<file path="config.mk">
export PLATFORM = sky130hd
export DESIGN_NAME = multi_toggle_rx
export DESIGN_NICKNAME = d
export VERILOG_FILES = /design/src/rtl/multi_toggle_rx.sv
export SDC_FILE = /design/constraint.sdc
export NUM_CORES = 1
export LEC_CHECK = 0
export ABC_AREA = 1
export CAP_MARGIN = 20
export CORE_MARGIN = 2
export CORE_UTILIZATION = 50
export CTS_BUF_LIST = sky130_fd_sc_hd__clkbuf_16
export DETAILED_ROUTE_END_ITERATION = 8
export HOLD_SLACK_MARGIN = 0.12
export MAX_ROUTING_LAYER = met4
export PLACE_DENSITY = 0.85
export SYNTH_ARGS = -nofsm -noshare
export SYNTH_HDL_FRONTEND = slang
export SYNTH_SLANG_ARGS = --single-unit
</file>
<file path="constraint.sdc">
create_clock -name clk -period 4 [get_ports clk]
set_input_delay 0.8 -clock clk [delete_from_list [all_inputs] [get_ports clk]]
set_output_delay 0.8 -clock clk [all_outputs]
set_load 0.03 [all_outputs]
</file>
<file path="src/rtl/multi_toggle_rx.sv">
// multi_toggle_rx
// Receives N independent toggle-encoded event lines from a foreign clock
// domain. Each channel synchronises its line, turns every level change
// into a one-cycle pulse, and accumulates pulses in a saturating
// pending-event counter. A consumer pops events one at a time. A sticky
// flag records any event that arrived while the counter was already full.
//
// Ports
//   clk        : single clock, all flops rising-edge
//   rst_n      : asynchronous active-low reset
//   tog_in     : [N] asynchronous toggle lines, one event per level change
//   evt_pop    : [N] consume one pending event (ignored when count is 0)
//   ovf_clr    : [N] clear the sticky overflow flag
//   evt_pulse  : [N] one-cycle pulse per detected toggle
//   evt_valid  : [N] pending count nonzero
//   evt_cnt    : [N*CW] pending counts, channel i at [i*CW +: CW]
//   evt_ovf    : [N] sticky overflow flags
//   any_valid  : OR of evt_valid
module multi_toggle_rx #(
    parameter int N      = 4,
    parameter int STAGES = 2,
    parameter int CW     = 3
) (
    input  logic            clk,
    input  logic            rst_n,
    input  logic [N-1:0]    tog_in,
    input  logic [N-1:0]    evt_pop,
    input  logic [N-1:0]    ovf_clr,
    output logic [N-1:0]    evt_pulse,
    output logic [N-1:0]    evt_valid,
    output logic [N*CW-1:0] evt_cnt,
    output logic [N-1:0]    evt_ovf,
    output logic            any_valid
);

    localparam logic [CW-1:0] CNT_ONE = CW'(1);

    for (genvar i = 0; i < N; i++) begin : g_ch
        logic [STAGES-1:0] sync_q;
        logic              hist_q;
        logic [CW-1:0]     cnt_q;
        logic              ovf_q;
        logic              pulse;
        logic              pop_eff;
        logic              at_max;

        assign pulse   = sync_q[STAGES-1] ^ hist_q;
        assign pop_eff = evt_pop[i] && (cnt_q != '0);
        assign at_max  = &cnt_q;

        always_ff @(posedge clk or negedge rst_n) begin
            if (!rst_n) begin
                sync_q <= '0;
                hist_q <= 1'b0;
            end else begin
                sync_q <= {sync_q[STAGES-2:0], tog_in[i]};
                hist_q <= sync_q[STAGES-1];
            end
        end

        // A pulse and an effective pop cancel, so a full counter that is
        // being drained at the same rate never reports overflow.
        always_ff @(posedge clk or negedge rst_n) begin
            if (!rst_n) begin
                cnt_q <= '0;
                ovf_q <= 1'b0;
            end else begin
                if (pulse && !pop_eff) begin
                    if (!at_max) begin
                        cnt_q <= cnt_q + CNT_ONE;
                    end
                end else if (!pulse && pop_eff) begin
                    cnt_q <= cnt_q - CNT_ONE;
                end

                // set wins over clear on the same edge
                if (pulse && !pop_eff && at_max) begin
                    ovf_q <= 1'b1;
                end else if (ovf_clr[i]) begin
                    ovf_q <= 1'b0;
                end
            end
        end

        assign evt_pulse[i]         = pulse;
        assign evt_valid[i]         = (cnt_q != '0);
        assign evt_cnt[i*CW +: CW]  = cnt_q;
        assign evt_ovf[i]           = ovf_q;
    end

    assign any_valid = |evt_valid;

endmodule

</file>
Word-level counts from Yosys, hierarchy flattened
Index checks and enable logic that the tools add are counted.
{ "totals": {"output_inout_bits": 25, "in_bits": 14, "regBits": 28, "wordCells": 97} }
{ "op_classes": {"n_reduce_logical": 45, "addsub": 8, "n_eq_ne": 4, "bitwise": 4, "muxes": 20} }
{ "op_table": {"columns": ["operator", "n"], "rows": [
  ["2-to-1 mux 3 bit", 12],
  ["logical AND 1 bit", 16],
  ["nonzero test 2 bit", 8],
  ["adder 3 x 1 -> 3 bit (second input constant)", 4],
  ["AND reduction 3 bit", 4],
  ["nonzero test 3 bit", 4],
  ["subtractor 3 x 1 -> 3 bit (second input constant)", 4],
  ["logical NOT 1 bit", 8],
  ["2-to-1 mux 1 bit", 8],
  ["!= test 2 bit (second input constant)", 4],
  ["AND reduction 2 bit", 4],
  ["OR reduction 4 bit", 1],
  ["XOR 1 bit", 4]
]} }

Longest topological paths before layout
Gate-level depths: netlist of the first run.
{ "logic_depth": {"depth_word": 6, "mapped_depth": 11, "depth_no_buf": 11} }

Worst setup path before layout of the first run
OpenSTA, ideal clock, no wires.
{ "synth_timing": {"path_type": "register to output", "start": "register g_ch[2].cnt_q[0]", "end": "output port any_valid", "path_stages_with_launch": 5, "n_path_buf": 0, "slack_ps": 1954, "arrival_time_ps": 1246, "required_ps": 3200, "cell_sequence": "dfrtp_1 > nor2_1 > nand2_1 > nor2_1 > nand2_1"} }
{ "synth_via": {"elab_chain_len": 2} }
{ "synth_rtl": {"columns": ["element", "line", "text"], "rows": [
  ["from (decl)", "41", "logic [CW-1:0] cnt_q;"],
  ["from (signal assigned)", "70", "cnt_q <= cnt_q + CNT_ONE;"],
  ["from (signal assigned)", "73", "cnt_q <= cnt_q - CNT_ONE;"],
  ["nonzero test 3 bit", "86", "assign evt_valid[i] = (cnt_q != '0);"],
  ["named net evt_valid[2]", "30", "output logic [N-1:0] evt_valid,"],
  ["OR reduction 4 bit", "91", "assign any_valid = |evt_valid;"],
  ["to (decl)", "33", "output logic any_valid"]
]} }
The timed path passes the listed nets, and every way through them passes these cells.

Final worst setup path of the first run
{ "layout_timing": {"start": "register g_ch[2].cnt_q[0]", "end": "output port any_valid"} }
{ "layout_via": {"elab_chain_len": 2} }
{ "layout_rtl": {"columns": ["element", "line"], "rows": [
  ["nonzero test 3 bit", "86"],
  ["OR reduction 4 bit", "91"]
]} }
Every way passes these cells.

==> summary by stage, run 1 <==
STA
Setup violations remaining at the end of the flow were counted as 0. The final hold violation count came to 0. At the pin with the least slew margin, the transition time is roughly 0.36 ns.

Timing would allow up to slightly below 400 MHz. Setup repair after global routing left no endpoint under its margin. The shortest clock period the worst path allows after layout is 2.56 ns.

In the final timing run, aggregate negative setup slack is 0 ns. The final number of max-transition violations is 0. The normalized max-slew margin is 75.8%. Of the available clock period, the critical path in the final layout requires approximately 64%. The clock tree skew after final layout is between 0.004 and 0.005 ns.

Global route
The final global-route overflow total is 0. The first global-routing pass estimated 4.89 mm of wire. The global-route usage over all layers is roughly a fifth.

Entering global routing, the biggest net connects 29 pins. The initial antenna violation count is 0. The via count of the first global-routing pass was 1127.

Worst setup path
The critical path is of the reg -> out type. The worst reg-to-reg path cell count is 9. The startpoint class of the critical path is a flip-flop. Data arrives at the worst endpoint at 1.76 ns.

The worst setup path is captured at an output pin. At the worst endpoint, the required time is 3.20 ns. Of all nets on the critical path, the largest fanout is 5.

Floorplan
The die is between 50 and 60 µm wide. In this run the standard cell core region covers 2690 µm². The chip height is 56.7 µm. The starting density of the core is between 50% and 60%. In this run the core area contains 19 standard-cell rows. The floorplan step defined a die boundary enclosing roughly 3200 µm². 39 I/O pins were placed.

Place
Detailed placement finished with a half-perimeter wire length of about 2.1 mm. After detailed placement, the design holds a cell count of between 200 and 250. The number of buffers added on ports is 38.

The placer congestion estimate is 0.810. The cell area after placement is 1760 µm².

Clock network
After clock tree synthesis, the clock-pin slew on the worst setup and hold paths is ~0.07 ns. Buffers inserted during clock tree synthesis total 3. Gates resized during post-CTS repair numbered 0.

CTS saw 28 sinks. The number of setup buffers added after CTS is 0. The clock network latency to the later pin of the worst-skew pair is 0.27 ns. In this run the number of H-tree levels came out at 1. TritonCTS built the clock tree. Hold repair after CTS inserted 0 buffers. The library cell used as clock root buffer is sky130_fd_sc_hd__clkbuf_16.

The maximum clock path buffer count is 2.

Min path
The instance count along the most critical hold path is 0. The worst hold-check path type is reg -> reg.

Synth
The synthesized netlist devotes 5.76% of its cell area to adder and majority cells. By area, the combinational part of the netlist is dominated by simple AND/OR/NAND/NOR gates. The post-synthesis xor/xnor area fraction is a little under a tenth. The synthesized netlist devotes between 3 and 4% of its cell area to compound gates. The flop and latch count out of synthesis is 28. After synthesis, the cell types taking the most area are sky130_fd_sc_hd__dfrtp_1 (50%), sky130_fd_sc_hd__nand2_1 (9.2%), sky130_fd_sc_hd__fa_1 (5.8%). The proportion of synthesized area in mux cells is 0%. sky130_fd_sc_hd__dfrtp_1 takes more of the synthesized area than any other cell. The area fraction in and, or, nand and nor cells after synthesis is 23.7%. The synthesized netlist cell count is 141. In this run the mean area of a mapped cell was around 9.9 µm². Counting distinct cell types in the post-synthesis netlist gives 19. The number of warnings issued by yosys is 0. The number of nets in the synthesized netlist is 159. The area fraction of the dominant cell type after synthesis is 50.4%. For this run, the register share of the synthesized area comes to 50.4%.

The post-synthesis instance area is 1390 µm².

Routing
The routed via count divided by cell count is 5.14. The mean routed wirelength per cell is roughly 14 µm. The first-pass iteration count of the detailed router is 4.

The final wirelength is 2.81 mm. For this block, the initial DRC count from the detailed router was 20. The detailed-route DRC error count is 0. The number of antenna-violating nets in the routed design is 0. The via count is 1065.

Finish
The count of placed standard cells in the final layout, fillers left out is around 210. The cell area after layout is 1860 µm². In the final design database the tool counted just under 200 nets. Compared with the post-synthesis result, the final layout area differs by 33.9%.

The antenna cell count is 0. Cells with a size suffix above 1 make up between 10% and 20% of the layout.

Power
The leakage power is 0.845 nW. The largest voltage drop on the vdd net is 638 µV. For this design the ratio of total power to cell area is about 800 nW/µm².

Job
The number of max-capacitance violations reported is 0.

Run status
The run finished with clean final reports.
-- final cells by class --
cell class                 count  area [µm²]
inverter                      13        48.8
multi-input combinational     92         581
clock buffer                   3        75.1
tap                           31        38.8
timing repair buffer          39         388
clock inverter                 1        30.0
sequential                    28         701
fill                         215         825
-- critical path, cell delays in order (launching register included) --
cell and delay (ns):
sky130_fd_sc_hd__dfrtp_1 0.45, sky130_fd_sc_hd__nor2_1 0.12, sky130_fd_sc_hd__nand2_1 0.11, sky130_fd_sc_hd__nor2_1 0.15, sky130_fd_sc_hd__nand2_1 0.06, sky130_fd_sc_hd__clkdlybuf4s50_1 0.59
-- logic make-up after synthesis --
kind of cell / Yosys count
and+or+nand+nor: 69
DFF: 28
buffers and inverters: 21
adders and majority gates: 4
xor gates and xnor gates: 11
AOI/OAI and AO/OA: 8
-- metrics by stage --
stage                     hold slack [ns]  utilization [%]  setup slack, ns  power [mW]
after floorplan                     0.331                -             1.95       0.941
after global placement              0.334             65.4             1.73        1.18
after detailed placement            0.336             65.4             1.65        1.21
after CTS                           0.354             69.3             1.41        1.52
after global routing                0.369             69.3             1.33        1.61
final                               0.351             69.3             1.44        1.51
-- cell usage after synthesis --
cell type	count
sky130_fd_sc_hd__buf_4	8
sky130_fd_sc_hd__o21ai_1	2
sky130_fd_sc_hd__xnor2_1	4
sky130_fd_sc_hd__nand2_4	1
sky130_fd_sc_hd__nand4_1	1
sky130_fd_sc_hd__nor2_2	1
sky130_fd_sc_hd__nand2_2	5
sky130_fd_sc_hd__inv_1	13
sky130_fd_sc_hd__xor2_1	3
sky130_fd_sc_hd__nand3_1	14
sky130_fd_sc_hd__nand2_1	34
sky130_fd_sc_hd__fa_1	4
sky130_fd_sc_hd__o22ai_1	4
sky130_fd_sc_hd__dfrtp_1	28
sky130_fd_sc_hd__nand3_2	2
sky130_fd_sc_hd__xor2_2	4
sky130_fd_sc_hd__nor2_1	7
sky130_fd_sc_hd__nand3b_1	4
sky130_fd_sc_hd__o21ai_0	2
-- worst paths after layout --
check                                  start  slack (ns)                 to
setup / recovery            g_ch[2].cnt_q[0]        1.44          any_valid
hold / removal             g_ch[0].sync_q[0]        0.35  g_ch[0].sync_q[1]
setup reg to reg            g_ch[2].cnt_q[0]        2.20   g_ch[2].cnt_q[2]
hold reg to reg            g_ch[0].sync_q[0]        0.35  g_ch[0].sync_q[1]
max in group asynchronous              rst_n        2.82   g_ch[3].cnt_q[1]
min in group asynchronous              rst_n        0.91     g_ch[1].hist_q
-- routing by layer --
layer  wire length, µm  share of wire [%]  track usage, %  vias to the layer above
met1              1160                 41            23.3                      522
met2              1480                 53            34.6                       28
met5                 0                  0               -                        -
li1                  -                  -               -                      509
met3               124                4.4            5.07                        6
met4                46                1.6            6.12                        0
-- registers in the layout, summed over array words and instances, names as in the netlist --
signal and count:
g_ch.ovf_q 4, g_ch.cnt_q 12, g_ch.sync_q 8, g_ch.hist_q 4
-- report_power, final --
part	leakage [nW]	total (mW)	switching [mW]	internal, mW
Combinational	0.455	0.745	0.443	0.302
Sequential	0.339	0.466	0.104	0.362
Clock	0.0511	0.299	0.0997	0.200
-- cell usage in the layout (no fill, tap or decap) --
cell / instances
sky130_fd_sc_hd__clkdlybuf4s50_1: 38
sky130_fd_sc_hd__nand2_1: 34
sky130_fd_sc_hd__dfrtp_1: 28
sky130_fd_sc_hd__nand3_1: 14
sky130_fd_sc_hd__inv_1: 13
sky130_fd_sc_hd__nor2_1: 7
sky130_fd_sc_hd__nand2_2: 5
sky130_fd_sc_hd__xor2_2: 4
sky130_fd_sc_hd__xnor2_1: 4
sky130_fd_sc_hd__nand3b_1: 4
sky130_fd_sc_hd__o22ai_1: 4
sky130_fd_sc_hd__fa_1: 4
sky130_fd_sc_hd__xor2_1: 3
sky130_fd_sc_hd__clkbuf_16: 3
sky130_fd_sc_hd__nand3_2: 2
sky130_fd_sc_hd__o21ai_1: 2
sky130_fd_sc_hd__o21ai_0: 2
sky130_fd_sc_hd__nor2_2: 1
sky130_fd_sc_hd__nand2_4: 1
sky130_fd_sc_hd__nand4_1: 1
sky130_fd_sc_hd__bufinv_16: 1
sky130_fd_sc_hd__buf_4: 1
No activity file was read; power rests on OpenSTA's default activity.
==> inputs of run 2 (changes only) <==
--- a/config.mk
+++ b/config.mk
@@ -8,12 +8,12 @@
 export ABC_AREA = 1
 export CAP_MARGIN = 20
 export CORE_MARGIN = 2
-export CORE_UTILIZATION = 50
+export CORE_UTILIZATION = 47
 export CTS_BUF_LIST = sky130_fd_sc_hd__clkbuf_16
 export DETAILED_ROUTE_END_ITERATION = 8
 export HOLD_SLACK_MARGIN = 0.12
 export MAX_ROUTING_LAYER = met4
-export PLACE_DENSITY = 0.85
+export PLACE_DENSITY = 0.81
 export SYNTH_ARGS = -nofsm -noshare
 export SYNTH_HDL_FRONTEND = slang
 export SYNTH_SLANG_ARGS = --single-unit
==> constraint.sdc (replaced) <==
create_clock -name clk -period 2.5 [get_ports clk]
set_input_delay 0.5 -clock clk [delete_from_list [all_inputs] [get_ports clk]]
set_output_delay 0.5 -clock clk [all_outputs]
set_load 0.03 [all_outputs]
==> summary by stage, run 2 (synthesis gave the netlist of run 1 again) <==
STA
For the pin with the worst max-slew slack, the measured transition is 0.348 ns. The final clock period utilization by the worst path is 91.6%. The shortest clock period the worst path allows after layout is 2.29 ns. The final hold violation count is 0. On the final layout, the worst hold slack is 0.351 ns.

The final number of max-transition violations came to 0. The clock tree skew after final layout is 0.00106 ns. The worst pin sits at a relative slew slack of about three quarters. Setup repair after global routing left no endpoint under its margin. The final total negative setup slack is 0 ns. The count of endpoints failing setup in the final report is 0. Derived from the worst setup path, the maximum achievable clock frequency is roughly 440 MHz.

The smallest setup slack after layout is 0.210 ns.

Global route
The global-route usage over all layers is ~17%. The via count of the first global-routing pass is 1026. The global-route wire length before repair is roughly 4.3 mm.

Entering global routing, the biggest net connects 29 pins. The final global-route overflow total is 0. The initial antenna violation count is 0.

Clock network
Post-CTS timing repair inserted 0 buffers for setup. Counting every sink on the clock net gives 28. The clock tree from TritonCTS is built. The post-cts hold buffer count is 0. The number of levels in the clock H-tree is 1.

For the worst-skew pair, the clock arrives at the later sink with an insertion delay of 0.26 ns. The library cell used as clock root buffer is sky130_fd_sc_hd__clkbuf_16. The maximum clock path buffer count is 2. The number of cells upsized or downsized after cts is 0. After clock tree synthesis, the clock-pin slew on the worst setup and hold paths is 0.07 ns. Buffers inserted during clock tree synthesis total 3.

Place
The number of buffers added on ports is 38. Summing all placed instances gives a cell area of 1760 µm². Including well taps, the total number of placed cells is just over 200. The half-perimeter wire length after detailed placement is 1.93 mm. Timing analysis after detailed placement gives a worst setup slack of 0.479 ns. The congestion estimate from routability-driven global placement came to between 0.8 and 0.9.

Finish
In the layout the commonest cells are sky130_fd_sc_hd__clkdlybuf4s50_1 (38), sky130_fd_sc_hd__nand2_1 (34), sky130_fd_sc_hd__dfrtp_1 (28), sky130_fd_sc_hd__nand3_1 (14), sky130_fd_sc_hd__inv_1 (13). The share of the core filled with cells in the final layout is 66.9%. The post-layout net count is between 150 and 200. The register with the most flip-flops is g_ch.cnt_q. The finished cells cover 1860 µm². From synthesis to final layout, the design area changed by 33.9%. The count of placed standard cells in the final layout, fillers left out is approximately 210. The flip-flop count of the largest register after layout is 12. The largest registers in the layout are g_ch.cnt_q (12), g_ch.sync_q (8).

The most common cell after layout, fill and taps aside is sky130_fd_sc_hd__clkdlybuf4s50_1. The antenna cell count is 0. The share of post-route cells with drive strength above 1 is between 10 and 15%.

Power
The largest voltage drop on the vdd net is approximately 1000 µV. The switching share of total power is about 42%. For this design the total switching power over the nets is 1.00 mW. The total power draw is 2.39 mW.

Sequential cells burn 31.1% of the power. The part of the total power dissipated in combinational logic is 49.5%. The clock group share of total power is between 10% and 20%. Cell internal power was estimated by the tool at between 1 and 1.5 mW. Power spread over the standard cell area amounts to 1280 nW/µm². The leakage power is 0.845 nW.

Worst setup path
Together, buffers and inverters on the worst path number 1. In this run the number of cells on the critical path is 5. The worst reg-to-reg path cell count is 11. The arrival time at the worst endpoint is 1.79 ns. The slowest stage of the critical path is the sky130_fd_sc_hd__clkdlybuf4s50_1 cell. Tracing the worst setup path back leads to its startpoint at g_ch[3].cnt_q[0]. The startpoint class of the critical path is a flip-flop. The start-to-end type of the worst setup path is reg -> out.

The delay contributed by the slowest stage of the critical path is 0.59 ns. The most critical setup path has its endpoint at any_valid. The most prevalent standard cell on the critical path is sky130_fd_sc_hd__nor2_1. In this run the worst path has a maximum fanout of 5.

The endpoint identified for the worst register-to-register timing path is g_ch[3].cnt_q[2]. The sort of element at the end of the critical path is an output pin. At the worst endpoint, the required time is about 2 ns. The signal on the critical path passes through nor2_1 > nand2_2 > nor2_1 > nand2_1 > clkdlybuf4s50_1. The source of the worst register-to-register timing path is g_ch[3].cnt_q[0]. The worst reg-to-reg setup slack is approximately 0.70 ns. The family with the most delay on the worst path is buffers and inverters.

Routing
The via count is 1045. After the first detailed-routing iteration, the DRC count stood at 33. The routed via count divided by cell count is roughly 5.0. The mean routed wirelength per cell is 12.3 µm. The detailed-route DRC error count is 0.

Wires add up to 2.55 mm. The number of antenna-violating nets in the routed design is 0. The first-pass iteration count of the detailed router is 4.

Floorplan
The core footprint is 2780 µm². From left edge to right edge, the die measures 58.4 µm. The number of primary I/O pins is 39. The initial utilization of the core area, before any placement, comes to between 40% and 50%. The row count is 19. The die outline area is roughly 3400 µm². The die is between 50 and 60 µm tall.

Min path
The worst hold-check path type is reg -> reg.

Job
The number of max-capacitance violations reported is 0.

Run status
The run finished with clean final reports.
[run 2: cell counts in the layout (fill, tap and decap cells not counted)]
Identical to the previous run, type by type.
[run 2: power by group through the flow]
| stage | combinational, mW | sequential, mW | clock (mW) |
|---|---|---|---|
| 2_1_floorplan | 0.586 | 0.919 | 0 |
| 3_3_place_gp | 1.14 | 0.741 | 0 |
| 3_5_place_dp | 1.18 | 0.752 | 0 |
| 4_1_cts | 1.19 | 0.747 | 0.476 |
| 5_1_grt | 1.29 | 0.772 | 0.493 |
| 6_report | 1.18 | 0.742 | 0.465 |
[run 2: worst min-delay path by stage]
| stage | end | from | depth (start not counted) |
|---|---|---|---|
| 2_1_floorplan | g_ch[0].cnt_q[0] | rst_n | 0 |
| 3_3_place_gp | g_ch[1].sync_q[1] | g_ch[1].sync_q[0] | 0 |
| 3_5_place_dp | g_ch[1].sync_q[1] | g_ch[1].sync_q[0] | 0 |
| 4_1_cts | g_ch[3].sync_q[1] | g_ch[3].sync_q[0] | 0 |
| 5_1_grt | g_ch[2].sync_q[1] | g_ch[2].sync_q[0] | 0 |
| 6_report | g_ch[3].sync_q[1] | g_ch[3].sync_q[0] | 0 |
[run 2: cell type report]
| type | count | area, µm² |
|---|---|---|
| multi-input cells | 92 | 581 |
| well taps | 31 | 38.8 |
| fillers | 225 | 920 |
| clock inverters | 1 | 30.0 |
| repair buffers | 39 | 388 |
| inverters | 13 | 48.8 |
| flip-flops and latches | 28 | 701 |
| clock buffers | 3 | 75.1 |
[run 2: per-layer routing]
layer / part of all wire (%) / GRT usage (%) / up-vias
met5: 0 / - / -
met4: 0.55 / 6.98 / 0
met3: 6.2 / 3.52 / 2
met2: 51 / 28.9 / 32
met1: 42 / 20.1 / 504
li1: - / - / 507
==> inputs of run 3 (changes only) <==
--- a/config.mk
+++ b/config.mk
@@ -6,14 +6,14 @@
 export NUM_CORES = 1
 export LEC_CHECK = 0
 export ABC_AREA = 1
-export CAP_MARGIN = 20
+export CAP_MARGIN = 15
 export CORE_MARGIN = 2
 export CORE_UTILIZATION = 47
 export CTS_BUF_LIST = sky130_fd_sc_hd__clkbuf_16
 export DETAILED_ROUTE_END_ITERATION = 8
 export HOLD_SLACK_MARGIN = 0.12
 export MAX_ROUTING_LAYER = met4
-export PLACE_DENSITY = 0.81
+export PLACE_DENSITY = 0.79
 export SYNTH_ARGS = -nofsm -noshare
 export SYNTH_HDL_FRONTEND = slang
 export SYNTH_SLANG_ARGS = --single-unit
==> summary by stage, run 3 (synthesis gave the netlist of run 1 again) <==
Min path
The end point of the worst hold path is g_ch[0].sync_q[1]. The worst hold path was traced through 0 stages. The startpoint identified for the worst hold timing path is g_ch[0].sync_q[0]. The worst hold-check path type is reg -> reg.

Routing
The number of antenna-violating nets in the routed design is 0. The routed layout has 1016 vias. The first-pass iteration count of the detailed router is 4. The detailed-route DRC error count is 0. The routed via count divided by cell count is slightly below 5. Wires add up to 2.40 mm. The number of DRC violations after detailed-routing iteration 0 is 18. The mean routed wirelength per cell is 11.6 µm.

Floorplan
The floorplan step defined a die boundary enclosing 3410 µm². The initial utilization of the core area, before any placement, comes to 50.0%. From bottom edge to top edge, the die measures 58.4 µm. The floorplan step set the die width to 58.4 µm. The row count is 19. After floorplanning, the core was sized to cover 2780 µm².

The number of primary I/O pins is 39.

Finish
The antenna cell count is 0. The register with the most flip-flops in the layout has 12 of them. Cells with a size suffix above 1 make up between 10 and 15% of the layout. Compared with the post-synthesis result, the final layout area differs by 33.9%. Leaving out fill and tap cells, the most frequent cell in the layout is sky130_fd_sc_hd__clkdlybuf4s50_1. Summing all non-filler instances in the final layout gives an area of 1860 µm².

In the layout the commonest cells are sky130_fd_sc_hd__clkdlybuf4s50_1 (38), sky130_fd_sc_hd__nand2_1 (34), sky130_fd_sc_hd__dfrtp_1 (28), sky130_fd_sc_hd__nand3_1 (14), sky130_fd_sc_hd__inv_1 (13). The register with the most flip-flops is g_ch.cnt_q. For this run, the post-layout net count is 195.

Fill cells in the final layout number around 220. In the final layout, the registers with the most flip-flops are g_ch.cnt_q (12), g_ch.sync_q (8).

Worst setup path
The sort of element at the end of the critical path is an output pin. The arrival time at the worst endpoint is 1.74 ns. Counting cells, the worst reg-to-reg path comes to 11. STA classifies the critical path startpoint as a flip-flop.

By startpoint and endpoint, the worst setup path is classified as reg -> out. The maximum fanout along the worst path is 5. The worst register-to-register path begins at g_ch[3].cnt_q[0]. The data required time of the critical path is 2.00 ns. The capture point of the worst reg-to-reg path is g_ch[3].cnt_q[2]. Across all register-to-register paths, the minimum setup slack is 0.74 ns.

Global route
The final global-route overflow total is 0. The via count of the first global-routing pass is 966. Entering global routing, the biggest net connects 29 pins. The global-route usage over all layers is 16.2%.

The initial antenna violation count is 0. The global-route wire length before repair is 4.08 mm.

Clock network
In this run the deepest clock path goes through 2 buffers. In this run, CTS created clock tree buffers numbering 3. The clock sink count is 28.

Post-CTS timing repair inserted 0 buffers for setup. The clock reaches the later pin of the worst-skew pair after 0.26 ns. The clock transition at the register clock pins on the worst setup and hold paths after CTS is 0.06 ns.

The library cell used as clock root buffer is sky130_fd_sc_hd__clkbuf_16. CTS built an H-tree with a depth of 1. The number of cells upsized or downsized after cts is 0. The clock tree from TritonCTS is built. The post-cts hold buffer count is 0.

Job
The number of max-capacitance violations reported is 0.

Power
The leakage power is 0.845 nW. Across the VDD grid, the largest voltage drop is between 800 and 900 µV. Power spread over the standard cell area amounts to 1270 nW/µm².

Place
The number of buffers added on ports is 38. The cell area after placement is ~1800 µm². The half-perimeter wire length after detailed placement is 1.86 mm.

Routability-driven placement finished with a final weighted congestion of roughly 0.9.

STA
Clock skew on the completed layout was measured at between 0.002 and 0.003 ns. Setup repair after global routing left no endpoint under its margin. The normalized max-slew margin is about four fifths.

The maximum clock frequency is 446 MHz. The count of endpoints failing setup in the final report is 0. The shortest clock period the worst path allows after layout is 2.24 ns. The final hold violation count came to 0. The worst path uses 89.6% of the clock period.

For the final routed database, the setup TNS stands at 0 ns. For the pin with the worst max-slew slack, the measured transition is 0.329 ns. The final number of max-transition violations is 0.

Run status
The run finished with clean final reports.
-- run 3: worst max-delay path, cell delays in order (launching register included) --
cell	delay [ns]
sky130_fd_sc_hd__dfrtp_1	0.46
sky130_fd_sc_hd__nor2_1	0.14
sky130_fd_sc_hd__nand2_2	0.09
sky130_fd_sc_hd__nor2_1	0.14
sky130_fd_sc_hd__nand2_1	0.06
sky130_fd_sc_hd__clkdlybuf4s50_1	0.59
-- run 3: how the worst max path moves through the flow --
stage	start	end	slack (ns)	cells past startpoint
2_1_floorplan	g_ch[1].cnt_q[0]	g_ch[1].cnt_q[2]	0.54	11
3_3_place_gp	g_ch[3].cnt_q[0]	any_valid	0.52	5
3_5_place_dp	evt_pop[2]	g_ch[2].cnt_q[2]	0.48	7
4_1_cts	g_ch[3].cnt_q[0]	any_valid	0.23	5
5_1_grt	g_ch[3].cnt_q[0]	any_valid	0.14	5
6_report	g_ch[3].cnt_q[0]	any_valid	0.26	5
-- run 3: final cells by class --
cell class	instances	area, µm²	area share (%)
Sequential cell	28	701	37.6
Multi-Input combinational cell	92	581	31.2
Timing Repair Buffer	39	388	20.8
Clock buffer	3	75.1	4.03
Inverter	13	48.8	2.62
Tap cell	31	38.8	2.08
Clock inverter	1	30.0	1.61
-- run 3: per-layer routing --
layer  global-route usage [%]  vias to the layer above  wire [µm]  share of wire (%)
li1                         -                      510          -                  -
met1                     19.2                      484        976                 41
met2                     26.8                       20       1270                 53
met3                     4.40                        2        134                5.6
met4                     5.32                        0         14               0.58
met5                        -                        -          0                  0
-- run 3: through the flow --
step	cells	power (mW)	util, %	hold slack [ns]	setup WS, ns
6_report	207	2.37	66.9	0.349	0.260
5_1_grt	207	2.54	66.9	0.366	0.137
4_1_cts	207	2.39	66.9	0.350	0.230
3_5_place_dp	203	1.92	63.2	0.335	0.484
3_3_place_gp	203	1.88	63.2	0.332	0.523
2_1_floorplan	141	1.51	-	0.204	0.545
-- run 3: report_power, final --
group	switching (mW)	total, mW	internal [mW]
clock	0.141	0.459	0.318
combinational	0.683	1.17	0.486
sequential	0.160	0.739	0.579
total	0.983	2.37	1.38
